[config.mk]
export PLATFORM = sky130hd
export DESIGN_NAME = bidicntr_sweep_ctrl
export DESIGN_NICKNAME = d
export VERILOG_FILES = /design/src/rtl/bidicntr_sweep_ctrl.sv
export SDC_FILE = /design/constraint.sdc
export NUM_CORES = 1
export LEC_CHECK = 0
export CAP_MARGIN = 20
export CORE_MARGIN = 8
export CORE_UTILIZATION = 54
export DETAILED_ROUTE_END_ITERATION = 6
export PLACE_DENSITY_LB_ADDON = 0.05
export SYNTH_ARGS = -nofsm -noshare
export SYNTH_HDL_FRONTEND = slang
export SYNTH_SLANG_ARGS = --single-unit
[constraint.sdc]
create_clock -name i_clk -period 2.7 [get_ports i_clk]
set_input_delay 0.405 -clock i_clk [delete_from_list [all_inputs] [get_ports i_clk]]
set_output_delay 0.405 -clock i_clk [all_outputs]
set_load 0.1 [all_outputs]
[src/rtl/bidicntr_sweep_ctrl.sv]
// Sweep sequencer for the bidirectional counter: runs N triangle sweeps lo->hi->lo with an
// optional end-point dwell, and drives the counter direction (ctrl) and the count itself.
module bidicntr_sweep_ctrl #(
    parameter int unsigned WIDTH   = 4,
    parameter int unsigned SWEEP_W = 8,
    parameter int unsigned DWELL_W = 4
) (
    input  logic               i_clk,
    input  logic               i_reset,
    input  logic               i_start,
    input  logic               i_abort,
    input  logic [WIDTH-1:0]   i_lo,
    input  logic [WIDTH-1:0]   i_hi,
    input  logic [SWEEP_W-1:0] i_sweeps,
    input  logic [DWELL_W-1:0] i_dwell,
    output logic [WIDTH-1:0]   o_count,
    output logic               o_ctrl,
    output logic               o_busy,
    output logic               o_done,
    output logic               o_cfg_err,
    output logic [SWEEP_W-1:0] o_sweep_cnt
);

    typedef enum logic [2:0] {
        StIdle,
        StUp,
        StDwellHi,
        StDown,
        StDwellLo,
        StDone
    } state_e;

    state_e             r_state;
    logic [WIDTH-1:0]   r_count;
    logic               r_ctrl;
    logic               r_busy;
    logic               r_done;
    logic               r_cfg_err;
    logic [SWEEP_W-1:0] r_sweep_cnt;
    logic [WIDTH-1:0]   r_lo;
    logic [WIDTH-1:0]   r_hi;
    logic [SWEEP_W-1:0] r_sweeps;
    logic [DWELL_W-1:0] r_dwell;
    logic [DWELL_W-1:0] r_timer;

    logic [WIDTH-1:0]   w_count_inc;
    logic [WIDTH-1:0]   w_count_dec;
    logic [SWEEP_W-1:0] w_sweep_inc;
    logic               w_cfg_bad;
    logic               w_active;
    logic               w_reach_hi;
    logic               w_reach_lo;
    logic               w_timer_last;
    logic               w_dwell_en;

    assign w_count_inc  = r_count + 1'b1;
    assign w_count_dec  = r_count - 1'b1;
    assign w_sweep_inc  = r_sweep_cnt + 1'b1;
    assign w_cfg_bad    = (i_lo >= i_hi) || (i_sweeps == '0);
    assign w_reach_hi   = (w_count_inc == r_hi);
    assign w_reach_lo   = (w_count_dec == r_lo);
    assign w_timer_last = (r_timer == DWELL_W'(1));
    assign w_dwell_en   = (r_dwell != '0);
    assign w_active     = (r_state == StUp) || (r_state == StDwellHi) ||
                          (r_state == StDown) || (r_state == StDwellLo);

    always_ff @(posedge i_clk or negedge i_reset) begin
        if (!i_reset) begin
            r_state     <= StIdle;
            r_count     <= '0;
            r_ctrl      <= 1'b1;
            r_busy      <= 1'b0;
            r_done      <= 1'b0;
            r_cfg_err   <= 1'b0;
            r_sweep_cnt <= '0;
            r_lo        <= '0;
            r_hi        <= '0;
            r_sweeps    <= '0;
            r_dwell     <= '0;
            r_timer     <= '0;
        end else begin
            r_done    <= 1'b0;
            r_cfg_err <= 1'b0;
            // Abort freezes count and sweep_cnt where they are; only direction is re-armed.
            if (w_active && i_abort) begin
                r_state <= StIdle;
                r_busy  <= 1'b0;
                r_ctrl  <= 1'b1;
            end else begin
                case (r_state)
                    StIdle: begin
                        if (i_start && !i_abort) begin
                            if (w_cfg_bad) begin
                                r_cfg_err <= 1'b1;
                            end else begin
                                r_lo        <= i_lo;
                                r_hi        <= i_hi;
                                r_sweeps    <= i_sweeps;
                                r_dwell     <= i_dwell;
                                r_count     <= i_lo;
                                r_ctrl      <= 1'b1;
                                r_busy      <= 1'b1;
                                r_sweep_cnt <= '0;
                                r_state     <= StUp;
                            end
                        end
                    end
                    StUp: begin
                        r_count <= w_count_inc;
                        if (w_reach_hi) begin
                            if (w_dwell_en) begin
                                r_timer <= r_dwell;
                                r_state <= StDwellHi;
                            end else begin
                                r_ctrl  <= 1'b0;
                                r_state <= StDown;
                            end
                        end
                    end
                    StDwellHi: begin
                        if (w_timer_last) begin
                            r_ctrl  <= 1'b0;
                            r_state <= StDown;
                        end else begin
                            r_timer <= r_timer - 1'b1;
                        end
                    end
                    StDown: begin
                        r_count <= w_count_dec;
                        if (w_reach_lo) begin
                            r_sweep_cnt <= w_sweep_inc;
                            if (w_sweep_inc == r_sweeps) begin
                                r_busy  <= 1'b0;
                                r_done  <= 1'b1;
                                r_state <= StDone;
                            end else if (w_dwell_en) begin
                                r_timer <= r_dwell;
                                r_state <= StDwellLo;
                            end else begin
                                r_ctrl  <= 1'b1;
                                r_state <= StUp;
                            end
                        end
                    end
                    StDwellLo: begin
                        if (w_timer_last) begin
                            r_ctrl  <= 1'b1;
                            r_state <= StUp;
                        end else begin
                            r_timer <= r_timer - 1'b1;
                        end
                    end
                    StDone: begin
                        r_state <= StIdle;
                    end
                    default: begin
                        r_state <= StIdle;
                        r_busy  <= 1'b0;
                    end
                endcase
            end
        end
    end

    assign o_count     = r_count;
    assign o_ctrl      = r_ctrl;
    assign o_busy      = r_busy;
    assign o_done      = r_done;
    assign o_cfg_err   = r_cfg_err;
    assign o_sweep_cnt = r_sweep_cnt;

endmodule

==> qor.yml <==
clocking:
  insertion_delay_ns: 0.30
  cts_sinks: 43
  post-cts-setup-buffers: 0
  path_clk_slew_ns: 0.08
  clk_path_buf_depth: 2
  ctsHoldBuffers: 0
  clockRootBuffer: "clkbuf_8"
  cts_tree: "built"
  post_cts_resized: 0
  numCtsBuffers: 5
  htree_num_levels: 2
synth:
  syn_area_sq_um: 2670
  yosysTopAreaCell: "dfrtp_1"
  synth_ff_type: "dfrtp_1"
  synth_edf_count: 0
  yosys.area.top_type_share: 0.394
  yosysSeqAreaShare: 0.404
  syn_area_per_cell_sq_um: 9.36
  yosys-top-cells-count: "42 x dfrtp_1, 27 x nand2_1, 26 x o21ai_0"
  async_reset_ff_frac: 1.00
  ys_ff_latch: 43
  synth_cell_types: 56
  syn_inst: 285
  yosysMostFrequentCell: "dfrtp_1"
  yosysWarnings: 0
  postSynthNetCount: 318
  synth_area_leaders: "dfrtp_1 39%, mux2_2 6.8%, xnor2_1 4.9%"
sta:
  skew_ns: 0.0132
  setup_viol: 0
  finalCritPeriodShare: 0.887
  slew_viol_final: 0
  rsz0062_at_grt: "false"
  timing.fmax_mhz: 418
  relSlewSlack: 0.630
  worstMarginPinSlew_ns: 0.555
  fin_crit_ns: 2.39
  tns_ns: 0
  hold_viol_final: 0
power_and_ir_drop:
  power_mw: 3.38
  powerDensity_nw_per_um2: 1040
  peakVddDrop_v: 0.000694
  leakage_nw: 1.42
global_route:
  grt_pass1_vias: 2274
  antenna_found_initial: 0
  grt_max_degree: 44
  grt-ovfl-total: 0
  grtUsageTotal: 0.173
  grt_pass1_wl_microns: 10400
final_layout:
  syn_to_final_growth_pct: 22.6
  fill_cells: 391
  nNetsFinal: 367
  final_cells: 402
  final_layout_size_suffix_gt1_frac: 0.194
  design_area_sq_um: 3270
  diodes: 0
placement:
  dp_hpwl_microns: 4600
  place.gp.congestion: 0.942
  dp.cells: 394
  portBuffers: 39
  postPlaceCellArea_sq_um: 3140
setup_path:
  required_ns: 2.90
  path_max_fanout: 3
  cp-start-kind: "input pin"
  cp-end-kind: "flop"
  arrival_ns: 2.60
  setup.worst_path.class: "input pin to flop"
routing:
  vias: 2270
  wl_per_cell_microns: 15.3
  via_per_inst: 5.65
  wirelength_microns: 6140
  dr.first_iter.drc_count: 70
  drcViolationCount: 0
  firstDrtPassIters: 4
  ant_nets: 0
min_path:
  hold_class: "input pin to async pin"
job:
  maxCapViolCount: 0
die:
  start_util: 0.561
  die_y_microns: 86.3
  boundaryPins: 40
  dieArea_sq_um: 7450
  die-width_microns: 86.3
  row_count: 25
  core_area_sq_um: 4750
run_status:
  outcome: "complete, no violations"
-- critical path, stage by stage --
cell and delay [ns]:
clkdlybuf4s50_1 0.45, inv_1 0.05, ha_1 0.27, nand2b_1 0.14
a211oi_1 0.22, buf_4 0.16, o211ai_1 0.11, a211o_1 0.31
o22ai_1 0.21, nor2_1 0.06, a311oi_1 0.21
-- final timing paths --
path,start,endpoint,slack (ns),cells past startpoint
max,i_lo[0],o_ctrl,0.31,11
min,i_reset,r_sweeps[6],0.17,2
max reg2reg,o_sweep_cnt[0],r_timer[3],0.33,8
min reg2reg,r_hi[2],r_hi[2],0.50,2
max in group asynchronous,i_reset,o_sweep_cnt[1],2.11,2
min in group i_clk,r_hi[2],r_hi[2],0.50,2
-- metrics by stage --
stage | worst slack (ns) | utilization | hold WS (ns)
after detailed placement | 0.00613 | 0.660 | 0.490
after floorplan | 0.0521 | - | 0.109
after CTS | 0.309 | 0.688 | 0.195
after global routing | 0.154 | 0.688 | 0.235
final | 0.306 | 0.688 | 0.174
after global placement | 0.0406 | 0.660 | 0.484
-- sequential cells by signal (all words and copies together) (netlist names) --
register and cells:
o_sweep_cnt 8, r_timer 4, o_cfg_err 1, o_ctrl 1, r_hi 4, r_lo 4, o_done 1, r_sweeps 8
o_count 4, r_dwell 4, r_state 3, o_busy 1
-- area by class of cell --
cell class | count | area (sq um) | area share
clock buffers | 6 | 72.6 | 0.0222
clock inverters | 2 | 60.1 | 0.0184
inverters | 14 | 52.6 | 0.0161
multi-input cells | 217 | 1470 | 0.449
flip-flops and latches | 43 | 1080 | 0.331
well taps | 67 | 83.8 | 0.0256
repair buffers | 53 | 450 | 0.138
-- cell usage in the layout (no fill, tap or decap), types with 5 or more instances in the layout --
| cell | n |
|---|---|
| a21oi_1 | 17 |
| and3_1 | 5 |
| buf_4 | 30 |
| clkbuf_8 | 5 |
| clkdlybuf4s50_1 | 22 |
| dfrtp_1 | 39 |
| ha_1 | 9 |
| inv_1 | 12 |
| mux2_2 | 16 |
| nand2_1 | 27 |
| nand3_1 | 10 |
| nor2_1 | 18 |
| nor3_1 | 5 |
| o211ai_1 | 5 |
| o21ai_0 | 26 |
| xnor2_1 | 15 |
| xor2_1 | 8 |
-- report_power, final --
part | total, mW | switching (mW) | internal (mW)
Clock | 0.591 | 0.222 | 0.370
Sequential | 1.11 | 0.228 | 0.885
Combinational | 1.68 | 1.01 | 0.673
-- per-layer routing --
metal | track usage | up-vias | part of all wire
li1 | - | 1129 | -
met1 | 0.214 | 1066 | 0.44
met2 | 0.291 | 70 | 0.48
met3 | 0.0406 | 5 | 0.068
met4 | 0.0516 | 0 | 0.010
met5 | 0 | - | 0
-- kinds of logic (layout without fill, tap and decap cells) --
kind of cell               count (synthesis)  after routing  synth area share
buffers and inverters                     25             75            0.0455
xor gates and xnor gates                  23             23            0.0755
AOI/OAI and AO/OA                         77             77             0.186
and+or+nand+nor                           90             90             0.172
adders and majority gates                  9              9            0.0422
muxes                                     18             18            0.0750
DFF                                       43             43             0.404
No activity file was read; power rests on OpenSTA's default activity.
